==> config.mk <==
export PLATFORM = sky130hd
export DESIGN_NAME = palette_lookup_arbiter
export DESIGN_NICKNAME = d
export VERILOG_FILES = /design/src/rtl/palette_lookup_arbiter.sv
export SDC_FILE = /design/constraint.sdc
export NUM_CORES = 1
export LEC_CHECK = 0
export ABC_AREA = 1
export BUFFER_PORTS_ARGS = -buffer_cell sky130_fd_sc_hd__buf_2
export CELL_PAD_IN_SITES_DETAIL_PLACEMENT = 2
export CELL_PAD_IN_SITES_GLOBAL_PLACEMENT = 2
export CORE_UTILIZATION = 22
export CTS_CLUSTER_DIAMETER = 40
export CTS_CLUSTER_SIZE = 10
export DETAILED_ROUTE_END_ITERATION = 12
export MAX_ROUTING_LAYER = met4
export PLACE_DENSITY = 0.77
export REMOVE_ABC_BUFFERS = 1
export SYNTH_ARGS = -nofsm -noshare
export SYNTH_HDL_FRONTEND = slang
export SYNTH_SLANG_ARGS = --single-unit
==> constraint.sdc <==
create_clock -name Clk -period 1.8 [get_ports Clk]
set_input_delay 0.45 -clock Clk [delete_from_list [all_inputs] [get_ports Clk]]
set_output_delay 0.45 -clock Clk [all_outputs]
set_load 0.01 [all_outputs]
==> src/rtl/palette_lookup_arbiter.sv <==
// Round-robin arbiter sharing one external 16-entry sprite palette among NUM_REQ
// pixel requesters, with a two-stage lookup/response pipeline and writer backpressure.
module palette_lookup_arbiter #(
  parameter int          NUM_REQ         = 4,
  parameter int          ID_W            = 2,
  parameter logic [3:0]  TRANSPARENT_IDX = 4'h0
) (
  input  logic                   Clk,
  input  logic                   Reset,
  input  logic [NUM_REQ-1:0]     req_valid,
  input  logic [4*NUM_REQ-1:0]   req_index,
  output logic [NUM_REQ-1:0]     req_ready,
  output logic [3:0]             pal_index,
  input  logic [3:0]             pal_red,
  input  logic [3:0]             pal_green,
  input  logic [3:0]             pal_blue,
  output logic                   rsp_valid,
  input  logic                   rsp_ready,
  output logic [ID_W-1:0]        rsp_id,
  output logic [3:0]             rsp_red,
  output logic [3:0]             rsp_green,
  output logic [3:0]             rsp_blue,
  output logic                   rsp_transparent
);

  function automatic logic is_transparent(input logic [3:0] idx);
    return (idx == TRANSPARENT_IDX);
  endfunction

  // Candidate ID k steps after base, wrapping modulo NUM_REQ.
  function automatic logic [ID_W-1:0] rr_step(input logic [ID_W-1:0] base, input int k);
    int sum;
    sum = int'(base) + k;
    if (sum >= NUM_REQ) begin
      sum = sum - NUM_REQ;
    end else begin
      sum = sum;
    end
    return ID_W'(sum);
  endfunction

  logic                 r_s1_valid;
  logic [ID_W-1:0]      r_s1_id;
  logic [3:0]           r_s1_index;
  logic [ID_W-1:0]      r_last_grant;
  logic                 r_rsp_valid;
  logic [ID_W-1:0]      r_rsp_id;
  logic [3:0]           r_rsp_red;
  logic [3:0]           r_rsp_green;
  logic [3:0]           r_rsp_blue;
  logic                 r_rsp_transparent;

  logic                 w_advance1;
  logic                 w_advance2;
  logic                 w_grant_found;
  logic [ID_W-1:0]      w_grant_id;
  logic [ID_W-1:0]      w_cand_id;
  logic [3:0]           w_grant_index;
  logic [NUM_REQ-1:0]   w_req_ready;
  logic                 w_transfer;

  assign w_advance2 = !r_rsp_valid || rsp_ready;
  assign w_advance1 = !r_s1_valid || w_advance2;

  // Round-robin search starting one past the most recent grant.
  always_comb begin
    w_grant_found = 1'b0;
    w_grant_id    = {ID_W{1'b0}};
    w_cand_id     = {ID_W{1'b0}};
    for (int k = 1; k <= NUM_REQ; k++) begin
      w_cand_id = rr_step(r_last_grant, k);
      if (!w_grant_found && req_valid[w_cand_id]) begin
        w_grant_found = 1'b1;
        w_grant_id    = w_cand_id;
      end else begin
        w_grant_found = w_grant_found;
      end
    end
  end

  // One-hot grant, suppressed while stalled or in reset.
  always_comb begin
    w_req_ready = {NUM_REQ{1'b0}};
    if (!Reset && w_advance1 && w_grant_found) begin
      w_req_ready[w_grant_id] = 1'b1;
    end else begin
      w_req_ready = {NUM_REQ{1'b0}};
    end
  end

  assign w_transfer    = |(req_valid & w_req_ready);
  assign w_grant_index = req_index[int'(w_grant_id)*4 +: 4];

  // Lookup stage and round-robin pointer.
  always_ff @(posedge Clk) begin
    if (Reset) begin
      r_s1_valid   <= 1'b0;
      r_s1_id      <= {ID_W{1'b0}};
      r_s1_index   <= 4'h0;
      r_last_grant <= ID_W'(NUM_REQ - 1);
    end else if (w_advance1) begin
      if (w_transfer) begin
        r_s1_valid   <= 1'b1;
        r_s1_id      <= w_grant_id;
        r_s1_index   <= w_grant_index;
        r_last_grant <= w_grant_id;
      end else begin
        r_s1_valid   <= 1'b0;
      end
    end else begin
      r_s1_valid <= r_s1_valid;
    end
  end

  // Response stage captures the palette colour for the pixel in S1.
  always_ff @(posedge Clk) begin
    if (Reset) begin
      r_rsp_valid       <= 1'b0;
      r_rsp_id          <= {ID_W{1'b0}};
      r_rsp_red         <= 4'h0;
      r_rsp_green       <= 4'h0;
      r_rsp_blue        <= 4'h0;
      r_rsp_transparent <= 1'b0;
    end else if (w_advance2) begin
      r_rsp_valid       <= r_s1_valid;
      r_rsp_id          <= r_s1_id;
      r_rsp_red         <= pal_red;
      r_rsp_green       <= pal_green;
      r_rsp_blue        <= pal_blue;
      r_rsp_transparent <= is_transparent(r_s1_index);
    end else begin
      r_rsp_valid <= r_rsp_valid;
    end
  end

  assign req_ready       = w_req_ready;
  assign pal_index       = r_s1_index;
  assign rsp_valid       = r_rsp_valid;
  assign rsp_id          = r_rsp_id;
  assign rsp_red         = r_rsp_red;
  assign rsp_green       = r_rsp_green;
  assign rsp_blue        = r_rsp_blue;
  assign rsp_transparent = r_rsp_transparent;

endmodule

======== Word level (Yosys, flattened, before mapping) ========
Cells that the tools add are included.
Widths: inputs -> output; s select.
word-level totals
  bits in registers ....................... 25
  word-level logic and storage cells ...... 71
cells by class
  $add $sub $neg .......................... 8
  $lt $le $gt $ge ......................... 10
  shift-type cells ........................ 1
  mux-type cells .......................... 24
  bitwise logic cells ..................... 1
  reduce and logical (&&, ||, !) cells .... 17
operator list
  operator             count
  $mux 2               8
  $shiftx 16x5->4      1
  $lt 2x3->1 const B   5
  $mux 1               10
  $ge 3x3->1 const B   3
  $bmux 1 s2           4
  $sub 2x1->2 const B  4
  $add 2x2->3 const B  2
  $logic_and 1x1->1    6
  $logic_not 1->1      6
  $add 2x3->4 const B  1
  $and 4x4->4          1
  $ge 4x3->1 const B   1
  $logic_not 4->1      1
  $mux 4               1
  $reduce_or 4->1      1
  $add 2x1->3 const B  1
  $demux 1 s2          1
  $ge 2x1->1 const B   1
  $logic_or 1x1->1     2
  $reduce_and 2->1     1

======== Depth between registers and ports, before layout ========
  depth after elaboration ................. 23
  mapped depth ............................ 17
  mapped depth without buffers ............ 15

======== Worst setup path after synthesis ========
Ideal clock, no wire load.
  path kind ............................... register to output
  start point ............................. reg r_last_grant[0]
  end point ............................... out req_ready[0]
  data arrival time ....................... 1.576 ns
  required time ........................... 1.350 ns
  setup slack ............................. -0.226 ns
  cell stages (with the launch flop) ...... 12
  path buffers ............................ 2
  path through ............................ dfxtp_1 > buf_6 > inv_6 > nand2_1 > nand2_2 > nand2_1 > nand2_1 > inv_1 > nand3_4 > nand3_1 > buf_4 > nor3_1
between the ends
  cells in the longest elaborated chain, start to end .. 20
ends and longest elaborated chain
  element                                                         line    source
  from (decl)                                                     45      logic [ID_W-1:0] r_last_grant;
  from (signal assigned)                                          100     r_last_grant <= ID_W'(NUM_REQ - 1);
  from (signal assigned)                                          106     r_last_grant <= w_grant_id;
  $add 2x1->3                                                     33      sum = int'(base) + k;
  $ge 3x3->1 or $sub 2x1->2 (tied branches)                       34, 35
  $mux 2                                                          34      if (sum >= NUM_REQ) begin
  $bmux 1 s2                                                      72      if (!w_grant_found && req_valid[w_cand_id]) begin
  $mux 1 (implied by the code)                                    72
  $mux 1                                                          72
  $logic_not 1->1                                                 72
  $logic_and 1x1->1                                               72
  [... 4 more ...]                                                -
  $logic_not 1->1                                                 72
  $logic_and 1x1->1                                               72
  $mux 2                                                          72
  $lt 2x3->1 (implied by the code) or $ge 2x1->1 (tied branches)  85      w_req_ready[w_grant_id] = 1'b1;
  $logic_and 1x1->1 (implied by the code)                         85
  $mux 1 (implied by the code)                                    85
  $demux 1 s2                                                     85
  $mux 4 (*)                                                      84      if (!Reset && w_advance1 && w_grant_found) begin
  to (decl)                                                       12      output logic [NUM_REQ-1:0] req_ready,
Every way passes the cells marked *; elsewhere a longest branch is shown, timed or not. The select of a mux whose other input is x is not followed.

======== Worst setup path in the final report ========
  start point ............................. reg r_last_grant[0]
  end point ............................... out req_ready[3]
Same word-level chain as after synthesis.

==> run summary <==
Outcome: finished with violations
Violated checks: negative setup slack
Top-Level Pins: 59
Sequential power share: 20.5%
CTS tree: done
Most common cell after layout, fill and taps aside: buf_2
Post-DP HPWL: 3790 um
Cell Rows: 28
Initial Util: 23.4%
Root buf cell: clkbuf_8
Inst Count DP: 358
Die Wd: 82.6 um
Largest net degree at the start of global routing: 18
Avg Cell Area, Syn: 6.83 um^2
Total Routing Usage GR: 16.6%
Net Sw Frac: 47.2%
Final WS setup: -657 ps
DP Area: 1940 um^2
Initial DRC Count: 32
# DRC: 0
R2R cell count: 18
Port Buffers: 58
Seq/Total Area, Yosys: 35.1%
CP endpoint kind: output pin
Peak supply drop: 0.000519 V
Final Slew Violations: 0
Routed wire per std cell: 16.3 um
Max_cap viols: 0
WHS: 438 ps
P&R area growth vs syn: 66.8%
Worst Path Required: 1350 ps
Worst-path fanout max: 8
Post-route ant nets: 0
Crit path time final: 2460 ps
Clk Latency, worst-skew pair: 260 ps
Mapped Cells: 209
Die area: 6820 um^2
Worst-path clk slew: 90 ps
Clock share of power: 9.6%
Pleak: 1.28 nW
Filler cell count: 761
Seq cells post-synth: 25
Die H: 82.6 um
Comb power frac: 69.9%
Global-route wire length before repair: 8400 um
Clock buffer depth: 2
Post-route cell area: 2380 um^2
Yosys warns: 0
Slew @ Worst Pin: 503 ps
Arr. time, crit path: 2010 ps
Dpl ws: -537 ps
CTS Hold Buffers Added: 0
Initial antenna violation count: 0
Mapped Area: 1430 um^2
Routed vias: 1738
Startpoint Class: register
Relative slew slack: 66.4%
CTS Buf Count: 3
HP Start: pal_blue[3]
Hold WC Path Type: in -> reg
Final Hold Fails: 0
Final cycle utilization of the critical path: 136%
Core ar.: 6100 um^2
R2r setup slk: -310 ps
Worst Hold Path EP: rsp_blue[3]
Reg-to-Reg Start: r_last_grant[0]
RD Place Congestion: 0.778
Nets: 337
Clock skew: 8.70 ps
CTS HTree Levels: 1
Psw: 1.61 mW
Num Clock Sinks: 25
Routed wire length: 6130 um
Vias per cell: 4.62
Layout Cells excl Fill: 376
Antenna cells: 0
Setup repair after global routing missed its margin: yes
Remaining Overflow, GRT: 0
Number of global-route vias before repair: 1746
Critical R2R Capture: pal_index[0]
Hold depth: 3
Pwr dens: 1430 nW/um^2
Most frequent cells in the layout: 58 x buf_2, 32 x nor2_1, 28 x nand2_1, 26 x buf_4, 24 x nand2_2
Setup Viol. Count Final: 12
Number of distinct library cells after synthesis: 22
Internal power: 1.80 mW
CP Class: reg -> out
Multi-input logic area: 1010 um^2
Total power: 3.41 mW
Layout cells sized above 1: 55.1%
Peak Freq: 407 MHz
Drt pass-1 iters: 4
Register cell area after layout: 505 um^2
[worst max-delay path, cell delays in order (launching register included)]
cell and delay [ps]:
dfxtp_2 330, buf_12 140, nand2_1 120, nand2_4 90, nand2_4 80, nand2_4 80, buf_4 150, inv_4 60
nand2_2 60, nand2_4 70, nand3_4 130, nor3_2 250, buf_2 170
[logic make-up (layout without fill, tap and decap cells)]
group,Yosys count,count (layout),synth area share (%)
AOI/OAI and AO/OA,25,25,9.11
and+or+nand+nor,130,130,45.9
buffers and inverters,29,121,9.90
DFF,25,25,35.1
[power by group through the flow]
stage	Combinational [mW]	Sequential (mW)	Clock, mW
after floorplan	0.895	0.745	0
after global placement	1.55	0.699	0
after detailed placement	1.61	0.703	0
after CTS	1.92	0.694	0.345
after global routing	2.55	0.713	0.367
final	2.38	0.699	0.326
[cells in the mapped netlist (all sizes together)]
master,count,area (um^2)
o211ai,2,15.0
nand2,69,319
nand3,13,103
o21ai,15,75.1
a21oi,8,40.0
nand4,9,56.3
inv,22,87.6
nor2,34,151
dfxtp,25,500
clkbuf,4,15.0
nor3,4,20.0
buf,3,38.8
and3,1,6.26
[what timing repair did]
item,in CTS,in global routing
pin swaps,13,7
endpoints found under the hold margin,0,0
setup buffers,5,9
endpoints found under the setup margin,12,12
cloned,0,0
resized for setup,34,42
[layer usage]
layer	routed length [um]	share of wire, %	global-route usage [%]	vias up
li1	-	-	-	853
met1	2440	40	19.2	816
met2	3250	53	30.3	59
met3	338	5.5	1.98	10
met4	97	1.6	4.14	0
met5	0	0	-	-
[area by class of cell]
| cell class | count | share of cell area [%] |
|---|---|---|
| Timing Repair Buffer | 95 | 26.1 |
| Tap cell | 75 | 3.94 |
| Clock buffer | 3 | 1.73 |
| Multi-Input combinational cell | 155 | 42.3 |
| Sequential cell | 25 | 21.2 |
| Inverter | 22 | 4.47 |
| Clock inverter | 1 | 0.210 |
[how the worst max path moves through the flow]
stage	from	endpoint	slack [ps]	cells past startpoint
after CTS	r_last_grant[0]	req_ready[2]	-600	12
after global placement	req_valid[3]	req_ready[2]	-430	11
after floorplan	r_last_grant[0]	req_ready[0]	-380	8
after detailed placement	req_valid[2]	req_ready[2]	-540	12
after global routing	r_last_grant[0]	req_ready[0]	-750	14
final	r_last_grant[0]	req_ready[3]	-660	12
[flip-flops by register name (all words and copies together) (netlist names)]
signal           cells
pal_index            4
r_last_grant         2
r_s1_id              2
r_s1_valid           1
rsp_blue             4
rsp_green            4
rsp_id               2
rsp_red              4
rsp_transparent      1
rsp_valid            1
[per-stage QoR]
step                      util [%]  TNS, ps
final                         39.1    -4240
after global routing          39.1    -5410
after CTS                     35.3    -2240
after detailed placement      31.9    -2950
after global placement        31.9    -2100
after floorplan                  -    -2060
No activity file was read; power rests on OpenSTA's default activity.
